<file path="src/rtl/ex_mem_pipe_pkg.sv">
// Shared widths and the execute-to-memory bundle layout for the EX/MEM pipeline register.
package ex_mem_pipe_pkg;

   localparam int DATA_W     = 32;
   localparam int REG_ADDR_W = 5;
   localparam int PC_W       = 32;

   typedef struct packed {
      logic [REG_ADDR_W-1:0] wd;
      logic                  wreg;
      logic [DATA_W-1:0]     wdata;
      logic                  inst_valid;
      logic [PC_W-1:0]       inst_pc;
   } ex_mem_bundle_t;

   localparam int BUNDLE_W = $bits(ex_mem_bundle_t);

endpackage

</file>
<file path="src/rtl/pipe_skid_buf.sv">
// Two-entry skid buffer: a main slot driving the output and one skid slot, with a
// registered upstream ready so no combinational path runs from i_out_ready to o_in_ready.
module pipe_skid_buf #(
   parameter int W = 8
) (
   input  logic         clk,
   input  logic         rst,
   input  logic         i_flush,
   input  logic         i_in_valid,
   output logic         o_in_ready,
   input  logic [W-1:0] i_in_data,
   output logic         o_out_valid,
   input  logic         i_out_ready,
   output logic [W-1:0] o_out_data
);

   // Handshake: a beat transfers on any edge where valid & ready are both 1.
   // Once valid is raised with data, data stays stable until the transfer.
   logic         r_main_valid;
   logic         r_skid_valid;
   logic         r_in_ready;
   logic [W-1:0] r_main_data;
   logic [W-1:0] r_skid_data;

   logic w_accept;
   logic w_fire;
   logic w_main_free;

   assign w_accept    = i_in_valid & r_in_ready;
   assign w_fire      = r_main_valid & i_out_ready;
   assign w_main_free = ~r_main_valid | w_fire;

   assign o_in_ready  = r_in_ready;
   assign o_out_valid = r_main_valid;
   assign o_out_data  = r_main_data;

   // r_in_ready always tracks the complement of the next skid valid bit.
   always_ff @(posedge clk or negedge rst) begin
      if (!rst) begin
         r_main_valid <= 1'b0;
         r_skid_valid <= 1'b0;
         r_in_ready   <= 1'b1;
         r_main_data  <= '0;
         r_skid_data  <= '0;
      end else if (i_flush) begin
         r_main_valid <= 1'b0;
         r_skid_valid <= 1'b0;
         r_in_ready   <= 1'b1;
      end else if (w_main_free) begin
         if (r_skid_valid) begin
            r_main_data  <= r_skid_data;
            r_main_valid <= 1'b1;
            r_skid_valid <= 1'b0;
            r_in_ready   <= 1'b1;
         end else if (w_accept) begin
            r_main_data  <= i_in_data;
            r_main_valid <= 1'b1;
         end else begin
            r_main_valid <= 1'b0;
         end
      end else if (w_accept) begin
         r_skid_data  <= i_in_data;
         r_skid_valid <= 1'b1;
         r_in_ready   <= 1'b0;
      end
   end

endmodule

</file>
<file path="src/rtl/ex_mem_pipe.sv">
// EX/MEM pipeline register with valid/ready handshake and flush.
// Define EX_MEM_PERF_CNT_EN to add stall/pass performance counters.
module ex_mem_pipe #(
   parameter int DATA_W     = ex_mem_pipe_pkg::DATA_W,
   parameter int REG_ADDR_W = ex_mem_pipe_pkg::REG_ADDR_W,
   parameter int PC_W       = ex_mem_pipe_pkg::PC_W
) (
   input  logic                  clk,
   input  logic                  rst,
   input  logic                  ex_valid_i,
   output logic                  ex_ready_o,
   input  logic [REG_ADDR_W-1:0] ex_wd_i,
   input  logic                  ex_wreg_i,
   input  logic [DATA_W-1:0]     ex_wdata_i,
   input  logic                  ex_inst_valid_i,
   input  logic [PC_W-1:0]       ex_inst_pc_i,
   input  logic                  flush_i,
   output logic                  mem_valid_o,
   input  logic                  mem_ready_i,
   output logic [REG_ADDR_W-1:0] mem_wd_o,
   output logic                  mem_wreg_o,
   output logic [DATA_W-1:0]     mem_wdata_o,
   output logic                  mem_inst_valid_o,
   output logic [PC_W-1:0]       mem_inst_pc_o
`ifdef EX_MEM_PERF_CNT_EN
   ,
   output logic [31:0]           stall_cnt_o,
   output logic [31:0]           pass_cnt_o
`endif
);

   // Field order matches ex_mem_bundle_t: {wd, wreg, wdata, inst_valid, inst_pc}.
   localparam int BW      = REG_ADDR_W + 1 + DATA_W + 1 + PC_W;
   localparam int IV_BIT  = PC_W;
   localparam int WD_LSB  = PC_W + 1;
   localparam int WRG_BIT = PC_W + 1 + DATA_W;

   logic [BW-1:0] w_in_bundle;
   logic [BW-1:0] w_out_bundle;
   logic          w_out_valid;

   assign w_in_bundle = {ex_wd_i, ex_wreg_i, ex_wdata_i, ex_inst_valid_i, ex_inst_pc_i};

   pipe_skid_buf #(.W(BW)) u_skid (
      .clk         (clk),
      .rst         (rst),
      .i_flush     (flush_i),
      .i_in_valid  (ex_valid_i),
      .o_in_ready  (ex_ready_o),
      .i_in_data   (w_in_bundle),
      .o_out_valid (w_out_valid),
      .i_out_ready (mem_ready_i),
      .o_out_data  (w_out_bundle)
   );

   assign mem_valid_o      = w_out_valid;
   assign mem_wd_o         = w_out_bundle[BW-1 -: REG_ADDR_W];
   // Stale payload must never cause a register write downstream.
   assign mem_wreg_o       = w_out_valid & w_out_bundle[WRG_BIT];
   assign mem_wdata_o      = w_out_bundle[WD_LSB +: DATA_W];
   assign mem_inst_valid_o = w_out_bundle[IV_BIT];
   assign mem_inst_pc_o    = w_out_bundle[PC_W-1:0];

`ifdef EX_MEM_PERF_CNT_EN
   logic [31:0] r_stall_cnt;
   logic [31:0] r_pass_cnt;

   always_ff @(posedge clk or negedge rst) begin
      if (!rst) begin
         r_stall_cnt <= '0;
         r_pass_cnt  <= '0;
      end else begin
         if (w_out_valid & ~mem_ready_i) r_stall_cnt <= r_stall_cnt + 32'd1;
         if (w_out_valid & mem_ready_i)  r_pass_cnt  <= r_pass_cnt + 32'd1;
      end
   end

   assign stall_cnt_o = r_stall_cnt;
   assign pass_cnt_o  = r_pass_cnt;
`endif

endmodule

</file>
<file path="config.mk">
export PLATFORM = sky130hd
export DESIGN_NAME = ex_mem_pipe
export DESIGN_NICKNAME = d
export VERILOG_FILES = /design/src/rtl/ex_mem_pipe_pkg.sv /design/src/rtl/pipe_skid_buf.sv /design/src/rtl/ex_mem_pipe.sv
export SDC_FILE = /design/constraint.sdc
export NUM_CORES = 1
export LEC_CHECK = 0
export CAP_MARGIN = 20
export CORE_MARGIN = 1
export CORE_UTILIZATION = 51
export CTS_BUF_LIST = sky130_fd_sc_hd__clkbuf_16
export DETAILED_ROUTE_END_ITERATION = 12
export GPL_TIMING_DRIVEN = 1
export HOLD_SLACK_MARGIN = 0.12
export PLACE_DENSITY_LB_ADDON = 0.25
export SLEW_MARGIN = 20
export SYNTH_ARGS = -nofsm -noshare
export SYNTH_HDL_FRONTEND = slang
export SYNTH_SLANG_ARGS = --single-unit
</file>
<file path="constraint.sdc">
create_clock -name clk -period 2.2 [get_ports clk]
set_input_delay 0.66 -clock clk [delete_from_list [all_inputs] [get_ports clk]]
set_output_delay 0.66 -clock clk [all_outputs]
set_load 0.03 [all_outputs]
</file>
==> Yosys cells after proc, flatten, opt, wreduce, memory -nomap -nowiden <==
Index checks and enable logic that the tools add are counted.
{ "word_totals": {"ff_bits": 145, "inputBits": 76, "out_inout_bits": 73, "elab_cells": 32} }
{ "op_classes": {"n_eq_ne": 1, "n_mux": 13, "n_bitwise": 7, "reduce_logical": 6} }
{ "op_table": {"columns": ["op", "n"], "rows": [
  ["$mux 71", 2],
  ["$mux 1", 11],
  ["$reduce_and 3->1", 2],
  ["$reduce_bool 2->1", 2],
  ["$and 1x1->1", 3],
  ["$ne 3x2->1 const B", 1],
  ["$not 1->1", 3],
  ["$reduce_bool 3->1", 1],
  ["$reduce_and 2->1", 1],
  ["$or 1x1->1", 1]
]} }

==> Logic depth before layout (Yosys ltp) <==
{ "depth": {"word_depth": 5, "mapped_depth": 5, "mapped_depth_nobuf": 3} }

==> By module <==
From an unflattened synthesis, not the netlist that was laid out.
{ "unflattened": {"hier_cells": 392, "area_unflattened_um2": 6302.3} }
{ "by_module_without_submodules": {"columns": ["module", "instances", "cells_per_inst", "area_each_um2", "seq_area_each_um2"], "rows": [
  ["pipe_skid_buf", 1, 391, 6296.0, 3629.7],
  ["ex_mem_pipe", 1, 1, 6.3, 0.0]
]} }

==> Least setup slack after synthesis <==
OpenSTA, ideal clock, no wires.
{ "synth_timing": {"path_type": "input-to-reg", "startpoint": "input mem_ready_i", "endpoint": "register u_skid.r_skid_data[0]", "setup_ns": 0.127, "arrival_time_ns": 1.823, "required_time_ns": 2.073, "path_slack_ns": 0.250, "path_stages": 4, "n_path_buf": 1, "path_cell_list": "or3b_4 -> nor2_8 -> buf_12 -> mux2_1"} }
{ "synth_between": {"elab_chain_len": 4} }
{ "synth_rtl": {"columns": ["element", "line", "source"], "rows": [
  ["start: declaration", "ex_mem_pipe.sv:19", "input logic mem_ready_i,"],
  ["$and 1x1->1", "pipe_skid_buf.sv:30", "assign w_fire = r_main_valid & i_out_ready;"],
  ["$or 1x1->1", "pipe_skid_buf.sv:31", "assign w_main_free = ~r_main_valid | w_fire;"],
  ["$not 1->1 (no source line)", null, null],
  ["$reduce_and 3->1 (no source line)", null, null],
  ["end signal: assignment", "pipe_skid_buf.sv:62", "r_skid_data <= i_in_data;"],
  ["end: declaration", "pipe_skid_buf.sv:23", "logic [W-1:0] r_skid_data;"]
]} }
Every way passes these cells.
A chain may end at the register's enable or synchronous reset.

==> Worst setup path in the final report <==
{ "layout_timing": {"startpoint": "register u_skid.r_main_data[51] (netlist: u_skid.o_out_data[51])", "endpoint": "output mem_wdata_o[18]"} }
{ "layout_lines": {"columns": ["element", "line", "source"], "rows": [
  ["start: declaration", "pipe_skid_buf.sv:22", "logic [W-1:0] r_main_data;"],
  ["start signal: assignment", "pipe_skid_buf.sv:51", "r_main_data <= r_skid_data;"],
  ["start signal: assignment", "pipe_skid_buf.sv:56", "r_main_data <= i_in_data;"],
  ["end: declaration", "ex_mem_pipe.sv:22", "output logic [DATA_W-1:0] mem_wdata_o,"]
]} }
No word-level cell between the ends.

==> results_dict.tcl <==
set metrics [dict create \
    ys_warn_count 0 \
    grt_pass1_wl_um 21400 \
    yosysTopAreaCell "dfrtp_1" \
    cp_top_family "buffers and inverters" \
    cts_buffer_depth 2 \
    ir_drop_mv 0.665 \
    clock_sinks 145 \
    crit_fanout 2 \
    clkLatencyLatePin_ns 0.41 \
    min_period_ns 2.14 \
    overflow 0 \
    hpwlAfterDp_um 8520 \
    cts_tree "yes" \
    port_buffers 148 \
    finalHoldViolCount 0 \
    die-area_mm2 0.0139 \
    synth_seq_cells 145 \
    route.detailed.drc 0 \
    power.density_mw_per_mm2 989 \
    fp.dieH_um 118 \
    placed_area_mm2 0.00803 \
    syn_nets 539 \
    max_stage_delay_ns 0.69 \
    final_cell_area_mm2 0.00854 \
    antenna_found_initial 0 \
    syn_inst 463 \
    worstPathRequired_ns 1.54 \
    root_buffer "clkbuf_16" \
    yosysTopAreaCellShare_pct 52.6 \
    grt_usage_pct 19.8 \
    rsz0062_at_grt "no" \
    setup_viol 0 \
    gp_congestion 0.765 \
    postCtsSetupBuffers 0 \
    fin_nets 628 \
    dr.first_iter.drc_count 132 \
    crit_slowest_cell "clkdlybuf4s50_1" \
    synth.distinct_cells 20 \
    grt_max_degree 44 \
    drtPass1Iterations 4 \
    die_w_um 118 \
    totalWireLength_um 12700 \
    postSynthAreaPerCell_um2 14.8 \
    wl_met3_um 668 \
    row_count 41 \
    p_leak_nw 3.58 \
    ant_nets 0 \
    status "finished clean" \
    end_kind "output port" \
    path_class "flop to output port" \
    n_antenna_cell 0 \
    cts_hold_repair.buffers 0 \
    maxCapViolCount 0 \
    wl_met1_um 5590 \
    routed_via_density 5.10 \
    cts.clk_slew.worst_paths_ns 0.06 \
    hp-class "input pin to async pin" \
    cts_max_level 4 \
    initial_core_util_pct 53.2 \
    ys_seq_area_share_pct 53.0 \
    dr_wl_met2_um 6240 \
    synth_area_leaders "dfrtp_1 (53%), mux2_2 (23%), mux2_1 (12%)" \
    finalSetupTns_ns 0 \
    cts_buffers 17 \
    dp.cells 705 \
    startpoint_type "flop" \
    num_vias 3753 \
    area_growth_pct 24.6 \
    worstMarginPinSlew_ns 0.436 \
    drive_above_1_share_pct 31.7 \
    clock_skew_ns 0.00425 \
    cp_num_buf_inv 1 \
    crit_arrival_ns 1.48 \
    slew_viol_final 0 \
    wl_per_cell_um 17.2 \
    worstPathCellList "clkdlybuf4s50_1" \
    slew_headroom_pct 70.9 \
    grt_pass1_vias 4208 \
    final_cell_count_no_fill 736 \
    max_freq_mhz 467 \
    whs_ns 0.176 \
    fin_total_pwr_mw 8.44 \
    core_mm2 0.0129 \
    min_period_over_period_pct 97.4 \
    ioPinCount 149 \
    top_layer "met4" \
    syn_area_mm2 0.00685 \
]
-- routing by layer --
metal / GRT usage [%] / up-vias
met5: 0 / -
met4: 6.97 / 0
met3: 5.96 / 16
met2: 32.6 / 101
met1: 24.7 / 1904
li1: - / 1732
-- Yosys cell counts --
cell type and number:
dfrtp_1 144, mux2_2 137, mux2_1 76, buf_4 69, buf_2 8, buf_12 7, buf_1 4, clkbuf_1 3
a21oi_1 2, nand2_1 2, nor2_1 2, and2_1 1, dfstp_2 1, nand2b_1 1, nor2_8 1, nor2b_1 1
nor3_2 1, or2_2 1, or3_1 1, or3b_4 1
-- stage by stage --
step / utilization [%] / setup slack, ns
after floorplan: - / 0.250
after global placement: 62.4 / -0.203
after detailed placement: 62.4 / -0.243
after CTS: 66.3 / 0.0330
after global routing: 66.3 / 0.00184
final: 66.3 / 0.0579
-- where the power goes --
group          switching (mW)  internal (mW)
combinational            1.07           1.14
clock                   0.999           1.50
sequential              0.361           3.37
total                    2.43           6.01
-- layout make-up --
cell class / instances / area (um^2)
Clock inverter: 14 / 83.8
Multi-Input combinational cell: 227 / 2500
Timing Repair Buffer: 161 / 1680
Fill cell: 921 / 4340
Tap cell: 172 / 215
Sequential cell: 145 / 3630
Clock buffer: 17 / 425
-- path summary, 6_finish.rpt --
| path | start | end | slack, ns | cells past startpoint |
|---|---|---|---|---|
| max in group asynchronous | rst | u_skid.r_skid_data[59] | 1.35 | 2 |
| setup / recovery | u_skid.o_out_data[51] | mem_wdata_o[18] | 0.06 | 1 |
| min in group clk | u_skid.r_skid_data[63] | u_skid.r_skid_data[63] | 0.48 | 1 |
| setup reg to reg | u_skid.r_skid_valid | u_skid.o_out_data[53] | 0.40 | 4 |
| hold reg to reg | u_skid.r_skid_data[63] | u_skid.r_skid_data[63] | 0.48 | 1 |
| hold / removal | rst | u_skid.r_skid_data[9] | 0.18 | 1 |
-- kinds of logic (layout without fill, tap and decap cells) --
| logic type | Yosys count | in the layout | share of synthesized area [%] |
|---|---|---|---|
| compound gates | 2 | 2 | 0.146 |
| flops | 145 | 145 | 53.0 |
| simple gates | 12 | 12 | 1.28 |
| buf+inv | 91 | 192 | 10.6 |
| mux | 213 | 213 | 35.0 |
-- registers in the layout, indices dropped and copies added (netlist names) --
name and flops:
u_skid.o_out_data 71, u_skid.o_in_ready 1, u_skid.r_skid_valid 1, u_skid.o_out_valid 1
u_skid.r_skid_data 71
-- layout by cell type, fill, tap and decap left out, types with 2 or more instances in the layout --
master	n
clkdlybuf4s50_1	145
clkinv_2	4
clkbuf_16	17
nor2_1	2
dfrtp_1	143
mux2_2	137
buf_12	8
nand2_1	2
dlygate4sd2_1	2
a21oi_1	2
clkinv_1	6
mux2_1	76
inv_1	3
buf_4	5
-- what timing repair did --
action | 4_1_cts | 5_1_grt
setup endpoints to repair | 2 | 0
endpoints found under the hold margin | 0 | 0
gates resized for setup | 2 | 0
Note: power is estimated with default switching activity, not from simulation.
